<file path="src/rtl/main_memory_pkg.sv">
// Shared types and helpers for the line-granular backing store.
package main_memory_pkg;

    // Controller states: idle, counting down a read/write, then waiting for the request to drop.
    typedef enum logic [2:0] {
        IDLE    = 3'd0,
        RD_WAIT = 3'd1,
        WR_WAIT = 3'd2,
        RD_DONE = 3'd3,
        WR_DONE = 3'd4
    } state_t;

    localparam int LINE_BYTES = 4;
    localparam int LINE_W     = 8 * LINE_BYTES;

    // Power-on/reset image: the byte at address a holds a (mod 256), byte0 in the low lane.
    function automatic logic [LINE_W-1:0] init_word(input int idx);
        logic [LINE_W-1:0] w;
        w = '0;
        for (int b = 0; b < LINE_BYTES; b++) begin
            w[8*b +: 8] = 8'((idx * LINE_BYTES + b) % 256);
        end
        return w;
    endfunction

endpackage

</file>
<file path="src/rtl/main_memory_if.sv">
// Memory-side bus between the cache (master) and the backing store (slave).
// Handshake: MRead_request / MWrite_request are levels held by the master until it sees
// the matching one-cycle ready pulse, then dropped; the slave serves a request only once
// per assertion, and MRead_data stays valid from the MRead_ready pulse until the next read.
interface main_memory_if #(
    parameter int ADDR_WIDTH = 8,
    parameter int LINE_WIDTH = 32
);
    logic                  MRead_request;
    logic                  MWrite_request;
    logic [ADDR_WIDTH-1:0] MAddress;
    logic [LINE_WIDTH-1:0] MWrite_data;
    logic                  MRead_ready;
    logic                  MWrite_ready;
    logic [LINE_WIDTH-1:0] MRead_data;

    modport master (
        output MRead_request, MWrite_request, MAddress, MWrite_data,
        input  MRead_ready, MWrite_ready, MRead_data
    );

    modport slave (
        input  MRead_request, MWrite_request, MAddress, MWrite_data,
        output MRead_ready, MWrite_ready, MRead_data
    );
endinterface

</file>
<file path="src/rtl/main_memory_array.sv">
// Line storage: synchronous write, registered read, whole array reloaded on reset.
module main_memory_array
    import main_memory_pkg::*;
#(
    parameter int IDX_WIDTH  = 6,
    parameter int LINE_WIDTH = LINE_W
) (
    input  logic                  clk,
    input  logic                  rst,
    input  logic                  we,
    input  logic                  re,
    input  logic [IDX_WIDTH-1:0]  idx,
    input  logic [LINE_WIDTH-1:0] wdata,
    output logic [LINE_WIDTH-1:0] rdata
);
    localparam int DEPTH = 1 << IDX_WIDTH;

    logic [LINE_WIDTH-1:0] mem [DEPTH];

    // Reset reloads the known image and wins over a same-cycle write.
    always_ff @(posedge clk) begin
        if (rst) begin
            for (int i = 0; i < DEPTH; i++) begin
                mem[i] <= LINE_WIDTH'(init_word(i));
            end
        end else if (we) begin
            mem[idx] <= wdata;
        end
    end

    // Read port register holds its value until the next read strobe.
    always_ff @(posedge clk) begin
        if (rst) begin
            rdata <= '0;
        end else if (re) begin
            rdata <= mem[idx];
        end
    end
endmodule

</file>
<file path="src/rtl/main_memory.sv">
// Fixed-latency backing store: FSM, latency counter and request latches around the line array.
module main_memory
    import main_memory_pkg::*;
#(
    parameter int ADDR_WIDTH    = 8,
    parameter int LINE_WIDTH    = 32,
    parameter int READ_LATENCY  = 4,
    parameter int WRITE_LATENCY = 4
) (
    input  logic         clk,
    input  logic         rst,
    main_memory_if.slave bus,
    output state_t       dbg_state
);
    localparam int IDX_WIDTH = ADDR_WIDTH - 2;
    localparam int MAX_LAT   = (READ_LATENCY > WRITE_LATENCY) ? READ_LATENCY : WRITE_LATENCY;
    localparam int CNT_W     = $clog2(MAX_LAT + 1);

    state_t                state, state_next;
    logic [CNT_W-1:0]      cnt, cnt_next;
    logic [IDX_WIDTH-1:0]  idx_q, idx_next;
    logic [LINE_WIDTH-1:0] data_q, data_next;
    logic                  rd_fire, wr_fire;
    logic                  rd_ready_q, wr_ready_q;
    logic [LINE_WIDTH-1:0] arr_rdata;

    // Byte-offset bits select nothing in a line-granular store.
    logic unused_addr_lsbs;
    assign unused_addr_lsbs = ^bus.MAddress[1:0];

    // Next-state logic: write-back beats fill in IDLE; DONE states wait for the served request to drop.
    always_comb begin
        state_next = state;
        cnt_next   = cnt;
        idx_next   = idx_q;
        data_next  = data_q;
        rd_fire    = 1'b0;
        wr_fire    = 1'b0;
        case (state)
            IDLE: begin
                if (bus.MWrite_request) begin
                    idx_next   = bus.MAddress[ADDR_WIDTH-1:2];
                    data_next  = bus.MWrite_data;
                    cnt_next   = CNT_W'(WRITE_LATENCY - 1);
                    state_next = WR_WAIT;
                end else if (bus.MRead_request) begin
                    idx_next   = bus.MAddress[ADDR_WIDTH-1:2];
                    cnt_next   = CNT_W'(READ_LATENCY - 1);
                    state_next = RD_WAIT;
                end
            end
            RD_WAIT: begin
                if (cnt == '0) begin
                    rd_fire    = 1'b1;
                    state_next = RD_DONE;
                end else begin
                    cnt_next = cnt - CNT_W'(1);
                end
            end
            WR_WAIT: begin
                if (cnt == '0) begin
                    wr_fire    = 1'b1;
                    state_next = WR_DONE;
                end else begin
                    cnt_next = cnt - CNT_W'(1);
                end
            end
            RD_DONE: begin
                if (!bus.MRead_request) state_next = IDLE;
            end
            WR_DONE: begin
                if (!bus.MWrite_request) state_next = IDLE;
            end
            default: state_next = IDLE;
        endcase
    end

    // State, counter, latches and the one-cycle ready pulses; reset aborts any transaction.
    always_ff @(posedge clk) begin
        if (rst) begin
            state      <= IDLE;
            cnt        <= '0;
            idx_q      <= '0;
            data_q     <= '0;
            rd_ready_q <= 1'b0;
            wr_ready_q <= 1'b0;
        end else begin
            state      <= state_next;
            cnt        <= cnt_next;
            idx_q      <= idx_next;
            data_q     <= data_next;
            rd_ready_q <= rd_fire;
            wr_ready_q <= wr_fire;
        end
    end

    main_memory_array #(
        .IDX_WIDTH  (IDX_WIDTH),
        .LINE_WIDTH (LINE_WIDTH)
    ) u_array (
        .clk   (clk),
        .rst   (rst),
        .we    (wr_fire),
        .re    (rd_fire),
        .idx   (idx_q),
        .wdata (data_q),
        .rdata (arr_rdata)
    );

    assign bus.MRead_ready  = rd_ready_q;
    assign bus.MWrite_ready = wr_ready_q;
    assign bus.MRead_data   = arr_rdata;
    assign dbg_state        = state;
endmodule

</file>
<file path="src/flat_wrapper.sv">
// flat-port wrapper written by rule: the top's interface ports become plain ports
module main_memory_flat import main_memory_pkg::*;
#(
    parameter int ADDR_WIDTH    = 8,
    parameter int LINE_WIDTH    = 32,
    parameter int READ_LATENCY  = 4,
    parameter int WRITE_LATENCY = 4
)
  (clk, rst, dbg_state, bus_MRead_request, bus_MWrite_request, bus_MAddress, bus_MWrite_data, bus_MRead_ready, bus_MWrite_ready, bus_MRead_data);
  main_memory_if #(.ADDR_WIDTH(ADDR_WIDTH), .LINE_WIDTH(LINE_WIDTH)) bus_i ();
  input  logic clk;
  input  logic rst;
  output state_t dbg_state;
  input wire logic [$bits(bus_i.MRead_request)-1:0] bus_MRead_request;
  input wire logic [$bits(bus_i.MWrite_request)-1:0] bus_MWrite_request;
  input wire logic [$bits(bus_i.MAddress)-1:0] bus_MAddress;
  input wire logic [$bits(bus_i.MWrite_data)-1:0] bus_MWrite_data;
  output wire logic [$bits(bus_i.MRead_ready)-1:0] bus_MRead_ready;
  output wire logic [$bits(bus_i.MWrite_ready)-1:0] bus_MWrite_ready;
  output wire logic [$bits(bus_i.MRead_data)-1:0] bus_MRead_data;
  assign bus_i.MRead_request = bus_MRead_request;
  assign bus_i.MWrite_request = bus_MWrite_request;
  assign bus_i.MAddress = bus_MAddress;
  assign bus_i.MWrite_data = bus_MWrite_data;
  assign bus_MRead_ready = bus_i.MRead_ready;
  assign bus_MWrite_ready = bus_i.MWrite_ready;
  assign bus_MRead_data = bus_i.MRead_data;
  main_memory #(.ADDR_WIDTH(ADDR_WIDTH), .LINE_WIDTH(LINE_WIDTH), .READ_LATENCY(READ_LATENCY), .WRITE_LATENCY(WRITE_LATENCY)) u_core (.clk(clk), .rst(rst), .bus(bus_i), .dbg_state(dbg_state));
endmodule
</file>
<file path="config.mk">
export PLATFORM = sky130hd
export DESIGN_NAME = main_memory_flat
export DESIGN_NICKNAME = d
export VERILOG_FILES = /design/src/rtl/main_memory_pkg.sv /design/src/rtl/main_memory_if.sv /design/src/rtl/main_memory_array.sv /design/src/rtl/main_memory.sv /design/src/flat_wrapper.sv
export SDC_FILE = /design/constraint.sdc
export NUM_CORES = 2
export LEC_CHECK = 0
export CAP_MARGIN = 20
export CORE_ASPECT_RATIO = 0.8
export CORE_MARGIN = 2
export CORE_UTILIZATION = 45
export CTS_CLUSTER_SIZE = 16
export DETAILED_ROUTE_END_ITERATION = 6
export HOLD_SLACK_MARGIN = 0.15
export SLEW_MARGIN = 10
export SYNTH_ARGS = -nofsm -noshare
export SYNTH_HDL_FRONTEND = slang
export SYNTH_SLANG_ARGS = --single-unit
</file>
<file path="constraint.sdc">
create_clock -name clk -period 6.4 [get_ports clk]
set_clock_uncertainty 0.15 [all_clocks]
set_input_delay 1.28 -clock clk [delete_from_list [all_inputs] [get_ports clk]]
set_output_delay 1.28 -clock clk [all_outputs]
set_load 0.01 [all_outputs]
</file>
==> impl_metrics.csv <==
group,metric,value,unit
status,run_status,"finished, final reports clean",
finish,fillers,18100,
logic_synthesis,number_of_synthesized_register_bits,2126,
clock_network,number_of_buffers_added_by_the_clock_tree_synthesis_step,205,
route,finalWirelength,348000,um
finish,share_of_layout_cells_above_drive_strength_1,15.4,%
sta,min_period,4.61,ns
logic_synthesis,synth_top_area_cell,"sky130_fd_sc_hd__edfxtp_1",
sta,timing.setup.tns,0,ns
place,placement.cell_area,100000,um2
setup_path,maximum_fanout_along_the_worst_path,32,
power,static-leakage-power,33.2,nW
clock_network,cts.sink_count,2126,
global_routing,globalRouteTotalUtil,31.5,%
global_routing,globalRouteOverflowTotal,0,
power,switching_power_total,12.5,mW
place,dp.cells,9412,
die,initial_util,45.1,%
logic_synthesis,synth_async_sr_flop_share,0,%
die,number_of_i_o_pins,81,
place,io_buffer_count,78,
logic_synthesis,synth.cell_area,96500,um2
logic_synthesis,yosys-top-cells-area,"sky130_fd_sc_hd__edfxtp_1 64%, sky130_fd_sc_hd__or3_1 5.9%, sky130_fd_sc_hd__and2_1 4.0%",
power,power.share.sequential,42.9,%
logic_synthesis,ys.flop_type,"sky130_fd_sc_hd__edfxtp_1",
logic_synthesis,share_of_yosys_cell_area_claimed_by_the_top_area_cell_type,63.7,%
die,core.rowCount,152,
setup_path,critical_path.endpoint_type,"flop",
sta,report.final.hold_viol_count,0,
hold_path,min-delay-path-class,"flop to flop",
route,detail-route-antenna-nets,0,
sta,worst_slack_on_hold_paths,0.307,ns
finish,nNetsFinal,6825,
clock_network,cts_resized,0,
finish,layout.cells.non_filler,9816,
logic_synthesis,synth_sequential_area_ratio,65.4,%
setup_path,crit_path_launch_type,"flop",
power,combinational_share_of_power,24.2,%
sta,worstMarginPinSlew,1.33,ns
route,number_of_detailed_routing_iterations_run_before_antenna_repair,6,
power,sw_frac_of_total,33.7,%
global_routing,antenna_found_initial,37,
job,drv.max_cap_violation_count,0,
setup_path,path_class,"flop to flop",
clock_network,clock_transition_at_the_registers_of_the_reported_paths,0.06,ns
global_routing,grt_max_degree,116,
place,post-dp-hpwl,192000,um
setup_path,worst_ep_arrival_time,5.18,ns
finish,layout_area_overhead,10.6,%
place,globalplace.congestion,0.884,
power,power.density,348,nW/um2
setup_path,required_time_of_the_worst_setup_path,6.96,ns
power,clock_power_share,32.9,%
clock_network,post-cts-setup-buffer-count,0,
power,power.total,37.1,mW
sta,final_max_slew_viol_count,0,
global_routing,grt_first_pass_wirelength,484000,um
die,die-height,418,um
clock_network,clk-insertion-delay-late,0.87,ns
logic_synthesis,synth.distinct_cells,73,
clock_network,cts.path.max_buffers,3,
die,floorplan.die_area,218000,um2
finish,postLayoutCellArea,107000,um2
die,dieWidth,522,um
logic_synthesis,syn_inst,7093,
power,power.ir.vdd_worst,0.300,mV
clock_network,htree_levels,4,
logic_synthesis,synth_edf_count,2048,
route,detailroute.via_count,64600,
clock_network,clk_root_buffer_cell,"sky130_fd_sc_hd__clkbuf_16",
route,vias_per_cell,6.58,
sta,fmaxAchievable,217,MHz
logic_synthesis,synthesis.nets,7139,
route,drt_drc_violations_left,0,
route,drt-initial-drc-count,10900,
global_routing,vias_in_the_first_global_route,61500,
sta,timing.final.setup_violations,0,
die,core_region_area,214000,um2
logic_synthesis,synth.yosys.warnings,0,
sta,worst_slew_margin_rel,11.2,%
route,route.detailed.wl_per_inst,35.5,um
power,power_report.internal_total,24.6,mW
sta,grt_setup_unrepaired,"no",
logic_synthesis,synth_area_per_cell,13.6,um2
sta,period_share,72.1,%
clock_network,tritoncts,"done",
clock_network,ctsHoldBuffers,0,
==> through the flow <==
step / setup slack, ns / utilization (%)
after CTS: 2.14 / 49.8
after global placement: 1.48 / 46.8
after floorplan: 2.51 / -
final: 1.79 / 49.9
after global routing: 1.84 / 49.9
after detailed placement: 1.45 / 46.8
==> per-layer routing <==
metal | vias to the layer above | routed length [um] | global-route usage (%)
li1 | 26400 | - | -
met1 | 33100 | 135000 | 44.4
met2 | 4429 | 150000 | 45.8
met3 | 644 | 47900 | 9.55
met4 | 14 | 14600 | 11.7
met5 | - | 88 | 0
==> layout make-up <==
| cell class | count | area, um2 | share of cell area, % |
|---|---|---|---|
| Inverter | 8 | 40.0 | 0.0375 |
| Tap cell | 2849 | 3560 | 3.34 |
| Antenna cell | 11 | 27.5 | 0.0258 |
| Clock inverter | 113 | 978 | 0.917 |
| Clock buffer | 271 | 5560 | 5.21 |
| Sequential cell | 2126 | 63100 | 59.1 |
| Multi-Input combinational cell | 4062 | 29900 | 28.0 |
| Timing Repair Buffer | 376 | 3550 | 3.32 |
==> cells by family after synthesis <==
group,Yosys count,share of synthesized area [%]
AND/OR/NAND/NOR,2564,15.7
buffers and inverters,905,3.98
XOR/XNOR,2,0.0182
AO/OA/AOI/OAI,927,6.83
flip-flops,2126,65.4
multiplexers,567,8.06
adder cells (fa/ha/maj),2,0.0259
==> power groups by stage <==
stage	Combinational [mW]	Sequential, mW	Clock (mW)
2_1_floorplan	4.84	16.0	0
3_3_place_gp	8.56	16.2	0
3_5_place_dp	8.61	16.2	0
4_1_cts	8.62	15.9	12.2
5_1_grt	9.16	15.9	12.7
6_report	8.96	15.9	12.2
==> registers in the layout, summed over array words and instances, names as in the netlist <==
register	cells
u_core.bus.MWrite_ready	1
u_core.cnt	3
u_core.bus.MRead_ready	1
u_core.u_array.mem	2048
u_core.idx_q	6
u_core.u_array.rdata	32
u_core.dbg_state	3
u_core.data_q	32
==> critical path: stages (launching register included) <==
cell and delay, ns:
sky130_fd_sc_hd__dfxtp_4 0.89, sky130_fd_sc_hd__buf_4 0.57, sky130_fd_sc_hd__mux4_2 0.57, sky130_fd_sc_hd__mux2i_1 0.80
sky130_fd_sc_hd__o22ai_1 0.55, sky130_fd_sc_hd__a211oi_1 0.68, sky130_fd_sc_hd__a31oi_1 0.15
==> cells in the final DEF, fill, tap and decap left out, types with 163 or more instances in the layout <==
cell type / instances
sky130_fd_sc_hd__edfxtp_1: 2048
sky130_fd_sc_hd__or3_1: 902
sky130_fd_sc_hd__and2_1: 609
sky130_fd_sc_hd__and3_1: 430
sky130_fd_sc_hd__mux2i_1: 355
sky130_fd_sc_hd__a221oi_1: 281
sky130_fd_sc_hd__buf_4: 253
sky130_fd_sc_hd__clkbuf_16: 208
sky130_fd_sc_hd__nor2_1: 206
sky130_fd_sc_hd__mux4_2: 163
sky130_fd_sc_hd__o22ai_1: 163
==> path summary, 6_finish.rpt <==
kind	startpoint	to	slack, ns	cells past startpoint
max reg2reg	u_core.idx_q[0]	u_core.u_array.rdata[21]	1.79	6
min	u_core.data_q[0]	u_core.data_q[0]	0.31	2
max	u_core.idx_q[0]	u_core.u_array.rdata[21]	1.79	6
min reg2reg	u_core.data_q[0]	u_core.data_q[0]	0.31	2
==> synthesized netlist by cell type (9+ instances only) <==
| cell | n |
|---|---|
| sky130_fd_sc_hd__nand4_1 | 13 |
| sky130_fd_sc_hd__edfxtp_1 | 2048 |
| sky130_fd_sc_hd__or3_1 | 904 |
| sky130_fd_sc_hd__nand3_1 | 25 |
| sky130_fd_sc_hd__mux2i_1 | 355 |
| sky130_fd_sc_hd__nand2_1 | 137 |
| sky130_fd_sc_hd__nand2b_1 | 15 |
| sky130_fd_sc_hd__o22ai_1 | 164 |
| sky130_fd_sc_hd__a211oi_1 | 15 |
| sky130_fd_sc_hd__o21bai_1 | 9 |
| sky130_fd_sc_hd__o21a_1 | 17 |
| sky130_fd_sc_hd__and2_1 | 613 |
| sky130_fd_sc_hd__dfxtp_1 | 78 |
| sky130_fd_sc_hd__mux2_2 | 49 |
| sky130_fd_sc_hd__mux4_2 | 163 |
| sky130_fd_sc_hd__a22o_1 | 11 |
| sky130_fd_sc_hd__nor3_1 | 17 |
| sky130_fd_sc_hd__a21o_1 | 29 |
| sky130_fd_sc_hd__buf_6 | 10 |
| sky130_fd_sc_hd__buf_4 | 60 |
| sky130_fd_sc_hd__buf_2 | 114 |
| sky130_fd_sc_hd__o21ai_0 | 132 |
| sky130_fd_sc_hd__buf_1 | 20 |
| sky130_fd_sc_hd__a221oi_1 | 281 |
| sky130_fd_sc_hd__a22oi_1 | 75 |
| sky130_fd_sc_hd__a311oi_1 | 18 |
| sky130_fd_sc_hd__clkbuf_1 | 693 |
| sky130_fd_sc_hd__and3_1 | 433 |
| sky130_fd_sc_hd__a21oi_1 | 115 |
| sky130_fd_sc_hd__or2_2 | 158 |
| sky130_fd_sc_hd__nor2_1 | 211 |
No activity file was read; power rests on OpenSTA's default activity.
